<file path="config.mk">
export PLATFORM = sky130hd
export DESIGN_NAME = seg_scan_ctrl_flat
export DESIGN_NICKNAME = d
export VERILOG_FILES = /design/src/rtl/seg_scan_pkg.sv /design/src/rtl/seg_scan_if.sv /design/src/rtl/seg_scan_prescaler.sv /design/src/rtl/seg_scan_ctrl.sv /design/src/flat_wrapper.sv
export SDC_FILE = /design/constraint.sdc
export NUM_CORES = 1
export LEC_CHECK = 0
export CAP_MARGIN = 20
export CORE_UTILIZATION = 43
export CTS_BUF_LIST = sky130_fd_sc_hd__clkbuf_4 sky130_fd_sc_hd__clkbuf_8 sky130_fd_sc_hd__clkbuf_16
export CTS_CLUSTER_SIZE = 10
export DETAILED_ROUTE_END_ITERATION = 16
export PLACE_DENSITY_LB_ADDON = 0.1
export SETUP_SLACK_MARGIN = 0.15
export SYNTH_ARGS = -nofsm -noshare
export SYNTH_HDL_FRONTEND = slang
export SYNTH_HIERARCHICAL = 1
export SYNTH_SLANG_ARGS = --single-unit
</file>
<file path="constraint.sdc">
create_clock -name clk -period 2.8 [get_ports clk]
set_input_delay 0.42 -clock clk [delete_from_list [all_inputs] [get_ports clk]]
set_output_delay 0.42 -clock clk [all_outputs]
set_load 0.01 [all_outputs]
</file>
<file path="src/rtl/seg_scan_pkg.sv">
// Shared types and width limits for the seven-segment scan controller.
package seg_scan_pkg;

  localparam int MAX_DIGITS   = 8;
  localparam int MAX_PRESCALE = 65536;
  localparam int IDX_W        = $clog2(MAX_DIGITS);
  localparam int CNT_W        = $clog2(MAX_PRESCALE);

  typedef enum logic {
    ST_BLANK = 1'b0,
    ST_SHOW  = 1'b1
  } state_t;

endpackage

</file>
<file path="src/rtl/seg_scan_if.sv">
// Display-value load handshake plus decoder/digit-driver outputs of the scan controller.
// master = value producer side, slave = scan controller side.
interface seg_scan_if #(
  parameter int DIGITS = 4
);

  logic                  load;
  logic [4*DIGITS-1:0]   load_data;
  logic                  load_mode;
  logic                  ready;
  logic [3:0]            data;
  logic                  mode;
  logic [DIGITS-1:0]     dig_en;
  logic                  frame_done;

  modport master (
    output load, load_data, load_mode,
    input  ready, data, mode, dig_en, frame_done
  );

  modport slave (
    input  load, load_data, load_mode,
    output ready, data, mode, dig_en, frame_done
  );

endinterface

</file>
<file path="src/rtl/seg_scan_prescaler.sv">
// Free-running slot counter 0..PRESCALE-1 with start, blank-end and slot-end strobes.
// Strobes are combinational from the count; no backpressure, counts every cycle.
module seg_scan_prescaler
  import seg_scan_pkg::*;
#(
  parameter int PRESCALE     = 50000,
  parameter int BLANK_CYCLES = 4
) (
  input  logic clk,
  input  logic rst_n,
  output logic slot_start,
  output logic blank_end,
  output logic slot_end
);

  logic [CNT_W-1:0] cnt;

  always_ff @(posedge clk or negedge rst_n) begin
    if (!rst_n) begin
      cnt <= '0;
    end else if (slot_end) begin
      cnt <= '0;
    end else begin
      cnt <= cnt + CNT_W'(1);
    end
  end

  assign slot_start = (cnt == '0);
  assign blank_end  = (cnt == CNT_W'(BLANK_CYCLES - 1));
  assign slot_end   = (cnt == CNT_W'(PRESCALE - 1));

endmodule

</file>
<file path="src/rtl/seg_scan_ctrl.sv">
// Scan scheduler sharing one 7-seg decoder across DIGITS positions; SEG_SCAN_LZB_EN adds leading-zero blanking.
// New values take effect at the next frame boundary; READY stays low while one is pending and extra LOADs are dropped.
module seg_scan_ctrl
  import seg_scan_pkg::*;
#(
  parameter int DIGITS       = 4,
  parameter int PRESCALE     = 50000,
  parameter int BLANK_CYCLES = 4
) (
  input  logic      clk,
  input  logic      rst_n,
  seg_scan_if.slave bus
);

  state_t              state_q, state_d;
  logic [IDX_W-1:0]    idx_q;
  logic [4*DIGITS-1:0] pend_data, disp_data;
  logic                pend_mode, disp_mode, pend_valid;
  logic [3:0]          data_q, cur_nib;
  logic                mode_q, frame_done_q;
  logic                slot_start, blank_end, slot_end, boundary;
  logic [DIGITS-1:0]   show_mask, dig_en_c;

  seg_scan_prescaler #(
    .PRESCALE     (PRESCALE),
    .BLANK_CYCLES (BLANK_CYCLES)
  ) u_prescaler (
    .clk        (clk),
    .rst_n      (rst_n),
    .slot_start (slot_start),
    .blank_end  (blank_end),
    .slot_end   (slot_end)
  );

  assign boundary = (state_q == ST_SHOW) && slot_end && (idx_q == IDX_W'(DIGITS - 1));

  always_comb begin
    cur_nib = '0;
    for (int i = 0; i < DIGITS; i++) begin
      if (idx_q == IDX_W'(i)) cur_nib = disp_data[4*i +: 4];
    end
  end

`ifdef SEG_SCAN_LZB_EN
  logic lead;
  // Walk down from the top digit; digit 0 is never blanked.
  always_comb begin
    show_mask = '1;
    lead      = !disp_mode;
    for (int i = DIGITS - 1; i >= 1; i--) begin
      lead = lead && (disp_data[4*i +: 4] == 4'h0);
      if (lead) show_mask[i] = 1'b0;
    end
  end
`else
  assign show_mask = '1;
`endif

  always_ff @(posedge clk or negedge rst_n) begin
    if (!rst_n) state_q <= ST_BLANK;
    else        state_q <= state_d;
  end

  always_comb begin
    state_d  = state_q;
    dig_en_c = '0;
    case (state_q)
      ST_BLANK: begin
        if (blank_end) state_d = ST_SHOW;
      end
      ST_SHOW: begin
        for (int i = 0; i < DIGITS; i++) begin
          if (idx_q == IDX_W'(i)) dig_en_c[i] = show_mask[i];
        end
        if (slot_end) state_d = ST_BLANK;
      end
      default: state_d = ST_BLANK;
    endcase
  end

  always_ff @(posedge clk or negedge rst_n) begin
    if (!rst_n) begin
      idx_q        <= '0;
      data_q       <= '0;
      mode_q       <= 1'b0;
      frame_done_q <= 1'b0;
      pend_data    <= '0;
      pend_mode    <= 1'b0;
      pend_valid   <= 1'b0;
      disp_data    <= '0;
      disp_mode    <= 1'b0;
    end else begin
      frame_done_q <= boundary;
      if ((state_q == ST_SHOW) && slot_end) begin
        idx_q <= boundary ? '0 : idx_q + IDX_W'(1);
      end
      // Sample the digit while enables are off so DATA never moves under a lit digit.
      if ((state_q == ST_BLANK) && slot_start) begin
        data_q <= cur_nib;
        mode_q <= disp_mode;
      end
      if (bus.load && !pend_valid) begin
        pend_data  <= bus.load_data;
        pend_mode  <= bus.load_mode;
        pend_valid <= 1'b1;
      end else if (boundary && pend_valid) begin
        disp_data  <= pend_data;
        disp_mode  <= pend_mode;
        pend_valid <= 1'b0;
      end
    end
  end

  assign bus.ready      = !pend_valid;
  assign bus.data       = data_q;
  assign bus.mode       = mode_q;
  assign bus.dig_en     = dig_en_c;
  assign bus.frame_done = frame_done_q;

endmodule

</file>
<file path="src/flat_wrapper.sv">
// flat-port wrapper written by rule: the top's interface ports become plain ports
module seg_scan_ctrl_flat import seg_scan_pkg::*;
#(
  parameter int DIGITS       = 4,
  parameter int PRESCALE     = 50000,
  parameter int BLANK_CYCLES = 4
)
  (clk, rst_n, bus_load, bus_load_data, bus_load_mode, bus_ready, bus_data, bus_mode, bus_dig_en, bus_frame_done);
  seg_scan_if #(.DIGITS(DIGITS)) bus_i ();
  input  logic clk;
  input  logic rst_n;
  input wire logic [$bits(bus_i.load)-1:0] bus_load;
  input wire logic [$bits(bus_i.load_data)-1:0] bus_load_data;
  input wire logic [$bits(bus_i.load_mode)-1:0] bus_load_mode;
  output wire logic [$bits(bus_i.ready)-1:0] bus_ready;
  output wire logic [$bits(bus_i.data)-1:0] bus_data;
  output wire logic [$bits(bus_i.mode)-1:0] bus_mode;
  output wire logic [$bits(bus_i.dig_en)-1:0] bus_dig_en;
  output wire logic [$bits(bus_i.frame_done)-1:0] bus_frame_done;
  assign bus_i.load = bus_load;
  assign bus_i.load_data = bus_load_data;
  assign bus_i.load_mode = bus_load_mode;
  assign bus_ready = bus_i.ready;
  assign bus_data = bus_i.data;
  assign bus_mode = bus_i.mode;
  assign bus_dig_en = bus_i.dig_en;
  assign bus_frame_done = bus_i.frame_done;
  seg_scan_ctrl #(.DIGITS(DIGITS), .PRESCALE(PRESCALE), .BLANK_CYCLES(BLANK_CYCLES)) u_core (.clk(clk), .rst_n(rst_n), .bus(bus_i));
endmodule
</file>
* Yosys cells after proc, flatten, opt, wreduce, memory -nomap -nowiden
Index checks and enable logic that the tools add are counted.
** Word-level totals
- Register bits :: 61
- Bits of input ports :: 20
- Output and inout port bits :: 11
- Logic and storage cells :: 46
** Operators by class
- $add $sub $neg :: 2
- Eq/ne operators :: 5
- Multiplexer cells :: 16
- Bitwise logic cells :: 2
- Reductions and logical operators :: 10
** Operator list (number)
- $mux W4 :: 5
- $add A16 B1 Y16 const B :: 1
- $eq A16 B16 Y1 const B :: 1
- $eq A16 B2 Y1 const B :: 1
- $logic_not A16 Y1 :: 1
- $mux W16 :: 1
- $mux W1 :: 8
- $eq A3 B2 Y1 const B :: 2
- $logic_and A1 B1 Y1 :: 5
- $add A3 B1 Y3 const B :: 1
- $eq A3 B1 Y1 const B :: 1
- $logic_not A3 Y1 :: 1
- $mux W3 :: 1
- $not A1 Y1 :: 2
- $pmux W1 S2 :: 1
- $reduce_and A2 Y1 :: 1
- $reduce_bool A2 Y1 :: 1
- $logic_not A1 Y1 :: 1

* Depth between registers and ports, before layout
Gate-level depths: netlist (run 1).
- Word-level depth :: 6
- Mapped depth :: 8

* Modules after synthesis
The synthesis (run 1) kept the hierarchy.
** By module, submodules not included
- seg_scan_ctrl :: times used 1, cells an instance 130, area each 1929.4 um^2
- seg_scan_prescaler :: times used 1, cells an instance 81, area each 864.6 um^2

* Worst setup path after synthesis (run 1)
No wires, ideal clock.
- Path kind :: reg2reg
- From :: register u_core.u_prescaler.cnt[0]
- To :: register u_core.disp_data[0]
- Arrival :: 1999 ps
- Data required time :: 2675 ps
- Setup slack :: 676 ps
- Stages on the path, launching flop included :: 9
- Path buffers :: 2
- Cell sequence :: dfrtp_1 > ha_1 > nand3_4 > nor3_2 > and4_1 > buf_6 > nand4_4 > buf_6 > mux2_4
** Between the ends
- Word-level cells in the longest chain between the ends :: 5
** Ends and longest elaborated chain
- start: declaration :: RTL line seg_scan_prescaler.sv:16 : logic [CNT_W-1:0] cnt;
- start signal: assignment :: RTL line seg_scan_prescaler.sv:24 : cnt <= cnt + CNT_W'(1);
- $eq A16 B16 Y1 :: RTL line seg_scan_prescaler.sv:30 : assign slot_end = (cnt == CNT_W'(PRESCALE - 1));
- via u_core.slot_end :: RTL line seg_scan_ctrl.sv:21 : logic slot_start, blank_end, slot_end, boundary;
- $logic_and A1 B1 Y1 (2 in a row) :: RTL line seg_scan_ctrl.sv:35 : assign boundary = (state_q == ST_SHOW) && slot_end && (idx_q == IDX_W'(DIGITS - 1));
- $logic_and A1 B1 Y1 :: RTL line seg_scan_ctrl.sv:106 : end else if (boundary && pend_valid) begin
- $reduce_and A2 Y1 (no source line)
- end signal: assignment :: RTL line seg_scan_ctrl.sv:107 : disp_data <= pend_data;
- end: declaration :: RTL line seg_scan_ctrl.sv:17 : logic [4*DIGITS-1:0] pend_data, disp_data;
The timed path passes the listed nets, and every way through them passes these cells.
A chain may end at the register's enable or synchronous reset.

* Worst setup path in the final report (run 1)
- From :: register u_core.idx_q[1]
- To :: output bus_dig_en[3]
** Between the ends
- Word-level cells in the longest chain between the ends :: 3
** Ends and longest elaborated chain
- start: declaration :: RTL line seg_scan_ctrl.sv:16 : logic [IDX_W-1:0] idx_q;
- start signal: assignment :: RTL line seg_scan_ctrl.sv:95 : idx_q <= boundary ? '0 : idx_q + IDX_W'(1);
- $eq A3 B2 Y1 :: RTL line seg_scan_ctrl.sv:73 : if (idx_q == IDX_W'(i)) dig_en_c[i] = show_mask[i];
- $mux W1 :: RTL line seg_scan_ctrl.sv:73
- $mux W4 :: RTL line seg_scan_ctrl.sv:67 : case (state_q)
- end: declaration :: RTL line flat_wrapper.sv:18 : output wire logic [$bits(bus_i.dig_en)-1:0] bus_dig_en;
No other way between the ends.

==> impl_metrics.yaml, run 1 <==
yosys:
  synthCells: 211
  async_flop_share_pct: 100.0
  ys.flop_type: "dfrtp_1"
  syn_area_mm2: 0.002794
  synth_edf_count: 0
  synth_cell_type_count: 36
  synth_fp_nets: 237
  ys_ff_latch: 61
  ys_warn_count: 6
  synth-seq-area-share_pct: 54.64
  synth.avg_cell_area_um2: 13.24
setup_path:
  crit_arrival_ns: 1.94
  required_ns: 2.38
  path_class: "reg2out"
  cp_max_fo: 7
  worst_setup_path_start_kind: "register"
  r2r_cells: 6
  cp-end-kind: "output port"
grt:
  grt.total_usage_pct: 17.10
  antenna_found_initial: 0
  grt_max_degree: 27
  grt-ovfl-total: 0
  grt_pass1_vias: 1680
  grt_pass1_wl_um: 8266
die:
  chipWidth_um: 82.61
  dieHeight_um: 82.61
  start_util_pct: 44.25
  ioPinCount: 31
  core_area_mm2: 0.006314
  num_rows: 29
  dieArea_mm2: 0.006824
worst_hold_path:
  hold_class: "reg2reg"
  whs_path_depth: 2
sta:
  period_minus_slack_ns: 2.362
  hold_violations: 0
  maxSlewViolCount: 0
  fin_worst_skew_ns: 0.006561
  timing.fmax_mhz: 423.5
  worst_slew_margin_rel_pct: 57.97
  worst_slew_pin_slew_ns: 0.6145
  finalSetupViolations: 0
  min_period_over_period_pct: 84.34
  rsz0062_at_grt: "no"
  setup_slack_ns: 0.4385
  setup_tns_ns: 0
route:
  route.detailed.drc: 0
  num_vias: 1709
  routedWlPerCell_um: 14.79
  postRouteAntennaNets: 0
  first_pass_iters: 4
  viasPerCell: 5.117
  wl_um: 4941
  drt_iter0_drc: 59
clocking:
  cts.clk_slew.worst_paths_ns: 0.07
  clock-sinks: 61
  clockBufferDepth: 2
  cts_buffers: 9
  htreeDepth: 3
  ctsHoldBuffers: 1
  cts.repair.resized: 0
  cts_tree: "built"
  root_buffer: "clkbuf_8"
  clk_latency_ns: 0.33
  cts_setup_buffers: 0
placement:
  port_buffers: 30
  place_ws_ns: 0.5222
  dp_hpwl_um: 3504
  gp_congestion: 0.7588
power:
  irDropWorstVdd_mv: 0.4890
  p_sw_mw: 0.3706
  power.leakage_nw: 1.597
  power.share.combinational_pct: 3.9
  internal_power_mw: 1.472
  seq_power_share_pct: 50.2
  clkPwrFrac_pct: 45.9
  p_sw_share_pct: 20.12
  powerDensity_mw_per_mm2: 540.9
cells_and_area:
  syn2layout_area_growth_pct: 21.90
  nFillCells: 574
  diodes: 0
  fin_nets: 279
  drive_above_1_share_pct: 28.79
flow_run:
  maxCapViolCount: 0
outcome:
  status: "finished, final reports clean"
-- worst max-delay path, cell delays in order, from the launching register on --
cell	delay (ns)
dfrtp_1	0.40
ha_1	0.28
nor2b_4	0.23
and2_1	0.17
clkdlybuf4s50_1	0.53
-- placed cells by master, fill, tap and decap left out, types with 2 or more instances in the layout --
cell | synthesis | layout
a2111oi_0 | 4 | 4
and2_1 | 4 | 4
and3b_1 | 4 | 4
buf_4 | 0 | 4
bufinv_16 | 0 | 2
clkbuf_4 | 0 | 2
clkbuf_8 | 0 | 9
clkdlybuf4s50_1 | 0 | 29
dfrtp_1 | 61 | 61
ha_1 | 6 | 6
inv_1 | 12 | 12
mux2_2 | 27 | 27
mux2_4 | 9 | 9
nand2_1 | 10 | 10
nand2b_1 | 2 | 2
nand3_1 | 3 | 3
nand4_1 | 2 | 2
nand4_2 | 2 | 2
nor2_1 | 7 | 7
nor2_2 | 8 | 8
nor3_1 | 6 | 6
nor4_1 | 4 | 4
o21a_1 | 2 | 2
o22ai_1 | 4 | 4
o41ai_1 | 4 | 4
xnor2_1 | 9 | 9
xor2_1 | 5 | 5
-- layer usage --
layer  GRT usage (%)  vias to the layer above  wire, µm
met5               0                        -         0
met4           8.276                        0        98
met3           5.604                        7       208
met2           25.70                       31      2257
met1           22.15                      840      2376
li1                -                      831         -
-- power groups by stage --
stage	logic [mW]	registers [mW]	clock network (mW)
finish	0.0720	0.924	0.846
global route	0.0816	0.928	0.917
CTS	0.0749	0.925	0.874
detailed placement	0.0732	0.941	0
global placement	0.0714	0.941	0
floorplan	0.0252	0.935	0
-- final timing paths --
kind / from / end / slack (ns)
worst max register to register: u_core/u_prescaler/cnt[0] / u_core/disp_mode / 0.56
worst min-delay path: u_core/bus.data[3] / u_core/bus.data[3] / 0.47
max in group asynchronous: rst_n / u_core/pend_data[10] / 1.61
min in group asynchronous: rst_n / u_core/pend_data[3] / 0.52
worst min register to register: u_core/bus.data[3] / u_core/bus.data[3] / 0.47
worst max-delay path: u_core/idx_q[1] / bus_dig_en[3] / 0.44
-- cell usage after synthesis (3+ instances only) --
cell | n | area share, %
o41ai_1 | 4 | 1.3
nor3_1 | 6 | 1.1
nor2_1 | 7 | 0.94
dfrtp_1 | 61 | 55
a2111oi_0 | 4 | 1.3
and2_1 | 4 | 0.90
and3b_1 | 4 | 1.3
o22ai_1 | 4 | 0.90
mux2_2 | 27 | 11
ha_1 | 6 | 2.7
mux2_4 | 9 | 4.8
xnor2_1 | 9 | 2.8
nor2_2 | 8 | 1.8
nand3_1 | 3 | 0.54
xor2_1 | 5 | 1.6
inv_1 | 12 | 1.6
nand2_1 | 10 | 1.3
nor4_1 | 4 | 0.90
-- cell type report --
cell class / count / area (µm²) / area share [%]
flip-flops and latches: 61 / 1526 / 44.82
multi-input cells: 134 / 1190 / 34.94
repair buffers: 35 / 335.3 / 9.846
clock buffers: 11 / 138.9 / 4.078
well taps: 77 / 96.34 / 2.829
clock inverters: 4 / 73.82 / 2.168
inverters: 12 / 45.04 / 1.323
-- registers in the layout, indices dropped and copies added (netlist names) --
register / cells
u_core/disp_data: 16
u_core/pend_data: 16
u_core/u_prescaler/cnt: 16
u_core/bus.data: 4
u_core/idx_q: 3
u_core/bus.frame_done: 1
u_core/bus.mode: 1
u_core/disp_mode: 1
u_core/pend_mode: 1
u_core/pend_valid: 1
u_core/state_q: 1
-- stage by stage --
| stage | instance area (µm²) | cells | utilization, % | hold slack, ns | power (mW) |
|---|---|---|---|---|---|
| 2_1_floorplan | 2794 | 211 | - | 0.1244 | 0.9606 |
| 4_1_cts | 3406 | 334 | 53.94 | 0.4757 | 1.874 |
| 6_report | 3406 | 334 | 53.94 | 0.4728 | 1.842 |
| 5_1_grt | 3406 | 334 | 53.94 | 0.4974 | 1.926 |
| 3_3_place_gp | 3183 | 318 | 50.42 | 0.3559 | 1.012 |
| 3_5_place_dp | 3183 | 318 | 50.42 | 0.3574 | 1.014 |
-- cells by family after synthesis --
| family | share of synthesized area (%) |
|---|---|
| compound gates | 4.254 |
| xor+xnor | 4.389 |
| fa+ha+maj | 2.687 |
| buf+inv | 2.776 |
| flops | 54.63 |
| mux | 16.08 |
| simple gates | 15.18 |
(Power assumes the default switching activity.)
==> run 2: changes to the inputs <==
- clock period: 2.8 -> 1.9 ns (I/O delays scaled with it)
==> run 2 against run 1 <==
  * Routed wire length is 3.3% higher
  * First-iteration DRC count is 10% higher
  * Utilization is 4.1 points higher
  * Global-route usage is 0.90 points higher
  * Clock power is 39% higher
  * Register-to-register slack worse by 0.42 ns
  * Critical path type is now reg2reg
  * Critical endpoint is now u_core/disp_data[15]
==> impl_metrics.yaml, run 2 (synthesized netlist as in run 1, its figures left out) <==
sta:
  worst_slew_pin_slew_ns: 0.5424
  finalSetupViolations: 0
  setup_slack_ns: 0.1359
  maxSlewViolCount: 0
  hold_violations: 0
  period_minus_slack_ns: 1.764
  holdWs_ns: 0.4688
  timing.fmax_mhz: 566.9
  rsz0062_at_grt: "yes"
  min_period_over_period_pct: 92.85
  fin_worst_skew_ns: 0.006649
  worst_slew_margin_rel_pct: 63.75
  setup_tns_ns: 0
grt:
  grt.total_usage_pct: 18.00
  grt_max_degree: 62
  grt_pass1_wl_um: 8804
  antenna_found_initial: 0
  grt-ovfl-total: 0
  grt_pass1_vias: 1818
cells_and_area:
  syn2layout_area_growth_pct: 31.21
  seqCellArea_mm2: 0.001529
  layout_common_cells: "dfrtp_1 (59), mux2_2 (27), clkdlybuf4s50_1 (25), buf_4 (24)"
  utilization_pct: 58.07
  multi_input_area_mm2: 0.001304
  diodes: 0
  final_common_cell: "dfrtp_1"
  drive_above_1_share_pct: 43.01
  nFillCells: 561
  final_area_mm2: 0.003666
  fin_nets: 300
  top_regs: "u_core/disp_data x16, u_core/pend_data x16, u_core/u_prescaler/cnt x16"
  fin_cells: 356
outcome:
  status: "finished, final reports clean"
die:
  chipWidth_um: 82.61
  dieHeight_um: 82.61
  core_area_mm2: 0.006314
  start_util_pct: 44.25
  ioPinCount: 31
  dieArea_mm2: 0.006824
  num_rows: 29
setup_path:
  slowest_stage: "dfrtp_1"
  critPathMaxStageDelay_ns: 0.41
  cp_max_fo: 10
  path_class: "reg2reg"
  r2r_slack_ns: 0.14
  crit_chain: "nor4_4, and4_4, nand4_4, buf_4, mux2_4"
  cp-end-kind: "register"
  crit_arrival_ns: 2.00
  required_ns: 2.13
  worst_setup_path_start_kind: "register"
clocking:
  root_buffer: "clkbuf_8"
  htreeDepth: 3
  clk_latency_ns: 0.34
  clockBufferDepth: 2
  clock-sinks: 61
  cts_tree: "built"
  cts.clk_slew.worst_paths_ns: 0.08
  cts_buffers: 9
route:
  num_vias: 1810
  routedWlPerCell_um: 14.34
  route.detailed.drc: 0
  first_pass_iters: 4
  wl_um: 5106
  postRouteAntennaNets: 0
  viasPerCell: 5.084
  drt_iter0_drc: 65
worst_hold_path:
  hold_class: "in2async"
placement:
  place_ws_ns: 0.03069
  placed_cell_area_mm2: 0.003321
  dp_hpwl_um: 3592
  port_buffers: 30
  gp_congestion: 0.7500
  place_inst: 333
power:
  power.leakage_nw: 1.728
  finalPower_mw: 2.645
  irDropWorstVdd_mv: 0.4555
  powerDensity_mw_per_mm2: 721.4
flow_run:
  maxCapViolCount: 0
[run 2: cell count changes in the layout (fill, tap and decap cells not counted), sizes merged]
cell	delta
clkbuf	+1
clkinv	-2
clkinvlp	+2
bufinv	-1
clkdlybuf4s50	-4
inv	+4
buf	+22
[run 2: final cells by class]
class / instances / area share [%]
timing repair buffer: 56 / 13.24
clock inverter: 7 / 2.184
inverter: 12 / 1.297
tap: 77 / 2.628
multi-input combinational: 134 / 35.56
clock buffer: 9 / 3.379
sequential: 61 / 41.71
[run 2: path summary, 6_finish.rpt]
path,cells after the start,startpoint,end
max,5,u_core/u_prescaler/cnt[4],u_core/disp_data[15]
min,3,rst_n,u_core/u_prescaler/cnt[12]
max reg2reg,5,u_core/u_prescaler/cnt[4],u_core/disp_data[15]
min reg2reg,1,u_core/pend_data[6],u_core/disp_data[6]
max in group asynchronous,3,rst_n,u_core/pend_valid
min in group clk,1,u_core/pend_data[6],u_core/disp_data[6]
[run 2: where the power goes]
group	internal (mW)	switching (mW)	leakage, nW
clock	0.623	0.554	0.0973
sequential	1.34	0.0207	0.799
combinational	0.0687	0.0381	0.832
[run 2: timing repair]
action                                  CTS  global route
endpoints found under the hold margin    61             0
hold buffers                              1             0
pin swaps                                 0             1
gates resized for setup                  24            18
setup buffers                             5             1
endpoints found under the setup margin   28            27
[run 2: metal layers]
metal | vias up | track usage [%] | routed length (µm)
met5 | - | 0 | 0
met4 | 0 | 5.172 | 37
met2 | 28 | 26.69 | 2335
met1 | 905 | 24.16 | 2515
li1 | 873 | - | -
met3 | 4 | 7.363 | 217
[run 2: critical path: cells and delay by family (launching register included)]
kind	cells	cell delay (ns)
multiplexers	1	0.30
flip-flops	1	0.41
AND/OR/NAND/NOR	3	0.74
buffers and inverters	1	0.20
==> run 3: changes to the inputs <==
- clock period: 1.9 -> 1.6 ns (I/O delays scaled with it)
==> run 3 against run 2 <==
  * The run now ends with negative setup slack left
  * Power increased by 17%
  * Non-clock buffer count increased by 21
  * Cell count is 5.9% higher
  * Cell area rose by 12%
  * Clock-buffer cell count grew 1
  * Sequential share of layout area down 4.4 points
  * Maximum frequency up 3.0%
==> impl_metrics.yaml, run 3 (synthesized netlist as in run 1, its figures left out) <==
route:
  drt_iter0_drc: 58
  first_pass_iters: 4
  postRouteAntennaNets: 0
  viasPerCell: 4.997
  route.detailed.drc: 0
  num_vias: 1884
  wl_um: 5776
  routedWlPerCell_um: 15.32
clocking:
  cts.clk_slew.worst_paths_ns: 0.07
  clock-sinks: 61
  cts_tree: "built"
  htreeDepth: 3
  root_buffer: "clkbuf_8"
  clockBufferDepth: 2
  cts_buffers: 9
  clk_latency_ns: 0.34
placement:
  dp_hpwl_um: 3810
  placed_cell_area_mm2: 0.003540
  port_buffers: 30
  gp_congestion: 0.7487
  place_inst: 350
  place_ws_ns: -0.1546
setup_path:
  crit_chain: "ha_4, nand3_4, nor3_2, and4_4, nand4_4, buf_12, mux2_4"
  required_ns: 1.82
  r2r_slack_ns: -0.11
  path_class: "reg2reg"
  cp.depth: 7
  worstReg2RegEnd: "u_core/disp_data[1]"
  crit_end: "u_core/disp_data[1]"
  cp_max_fo: 18
  slowest_stage: "dfrtp_1"
  critPathMaxStageDelay_ns: 0.40
  critPathTopFamily: "simple AND/OR/NAND/NOR gates"
  worst_setup_path_start_kind: "register"
  crit_arrival_ns: 1.93
  cp-end-kind: "register"
  worstPathBufferInverterCount: 1
  reg2reg_from: "u_core/u_prescaler/cnt[1]"
  crit_start: "u_core/u_prescaler/cnt[1]"
  r2r_cells: 7
sta:
  hold_violations: 0
  timing.fmax_mhz: 583.6
  min_period_over_period_pct: 107.1
  fin_worst_skew_ns: 0.004446
  setup_slack_ns: -0.1135
  finalSetupViolations: 25
  worst_slew_margin_rel_pct: 77.63
  setup_tns_ns: -2.111
  maxSlewViolCount: 0
  rsz0062_at_grt: "yes"
  worst_slew_pin_slew_ns: 0.3356
  period_minus_slack_ns: 1.714
grt:
  grt.total_usage_pct: 20.32
  grt_pass1_vias: 2010
  grt_max_degree: 62
  antenna_found_initial: 0
  grt-ovfl-total: 0
  grt_pass1_wl_um: 9853
die:
  start_util_pct: 44.25
  chipWidth_um: 82.61
  dieHeight_um: 82.61
  core_area_mm2: 0.006314
  ioPinCount: 31
  dieArea_mm2: 0.006824
  num_rows: 29
worst_hold_path:
  hold_class: "in2async"
power:
  power.leakage_nw: 1.972
  irDropWorstVdd_mv: 0.7705
  powerDensity_mw_per_mm2: 759.2
cells_and_area:
  syn2layout_area_growth_pct: 46.48
  utilization_pct: 64.82
  final_area_mm2: 0.004093
  final_common_cell: "dfrtp_1"
  diodes: 0
  layout_common_cells: "dfrtp_1 (61), buf_4 (31), mux2_2 (26), clkdlybuf4s50_1 (18), buf_6 (13)"
  nFillCells: 513
  top_regs: "u_core/disp_data x16, u_core/pend_data x16, u_core/u_prescaler/cnt x16"
  drive_above_1_share_pct: 51.67
  fin_nets: 321
  fin_cells: 377
flow_run:
  maxCapViolCount: 0
outcome:
  violations: "negative setup slack"
  status: "finished, violations left"
==> run 3: cell types whose count changed in the layout (fill, tap and decap cells not counted), moves of 3 or more <==
cell,delta
buf_4,+7
a2111oi_4,+4
buf_12,+3
and2_4,+3
clkbuf_2,-3
a2111oi_1,-4
clkdlybuf4s50_1,-7
and2_1,-3
dlygate4sd2_1,+6
buf_6,+13
clkinv_2,+3
==> run 3: power breakdown <==
group | total (mW) | leakage (nW) | internal (mW) | switching [mW]
Sequential | 1.62 | 0.801 | 1.59 | 0.0252
Clock | 1.36 | 0.102 | 0.758 | 0.605
Combinational | 0.127 | 1.07 | 0.0816 | 0.0454
Total | 3.11 | 1.97 | 2.43 | 0.676
==> run 3: through the flow <==
stage                     hold WS, ns  power [mW]
after detailed placement       0.2736       1.776
after CTS                      0.4462       3.162
after floorplan              -0.05559       1.681
after global placement         0.2735       1.772
after global routing           0.4698       3.244
final                          0.4238       3.107
==> run 3: how the worst min path moves through the flow <==
stage	to	depth (start not counted)
floorplan	u_core/bus.data[0]	0
global placement	u_core/u_prescaler/cnt[10]	2
detailed placement	u_core/u_prescaler/cnt[11]	2
CTS	u_core/u_prescaler/cnt[6]	3
global route	u_core/pend_data[7]	3
finish	u_core/u_prescaler/cnt[11]	3
==> run 3: area by class of cell <==
class | instances | area (µm²) | share of cell area, %
Clock inverter | 6 | 61.31 | 1.498
Clock buffer | 10 | 137.6 | 3.363
Multi-Input combinational cell | 134 | 1466 | 35.83
Tap cell | 77 | 96.34 | 2.354
Inverter | 12 | 52.55 | 1.284
Sequential cell | 61 | 1526 | 37.30
Timing Repair Buffer | 77 | 752.0 | 18.37
==> run 3: worst register-to-register path: cells and delay by family, from the launching register on <==
kind | cells | cell delay [ns]
buffers and inverters | 1 | 0.18
and+or+nand+nor | 4 | 0.55
DFF | 1 | 0.40
muxes | 1 | 0.31
adders and majority gates | 1 | 0.16
==> run 3: timing repair <==
item / in CTS / in global routing
endpoints found under the setup margin: 47 / 45
pin swaps: 8 / 5
hold buffers: 1 / 0
resized for setup: 59 / 22
cloned: 1 / 0
buffers inserted: 8 / 1
endpoints found under the hold margin: 61 / 0
==> run 3: metal layers <==
layer / global-route usage (%) / up-vias / part of all wire (%)
met5: 0 / - / 0
met4: 10.86 / 0 / 2.2
met3: 4.176 / 12 / 2.6
met2: 31.49 / 29 / 47
met1: 26.70 / 926 / 48
li1: - / 917 / -
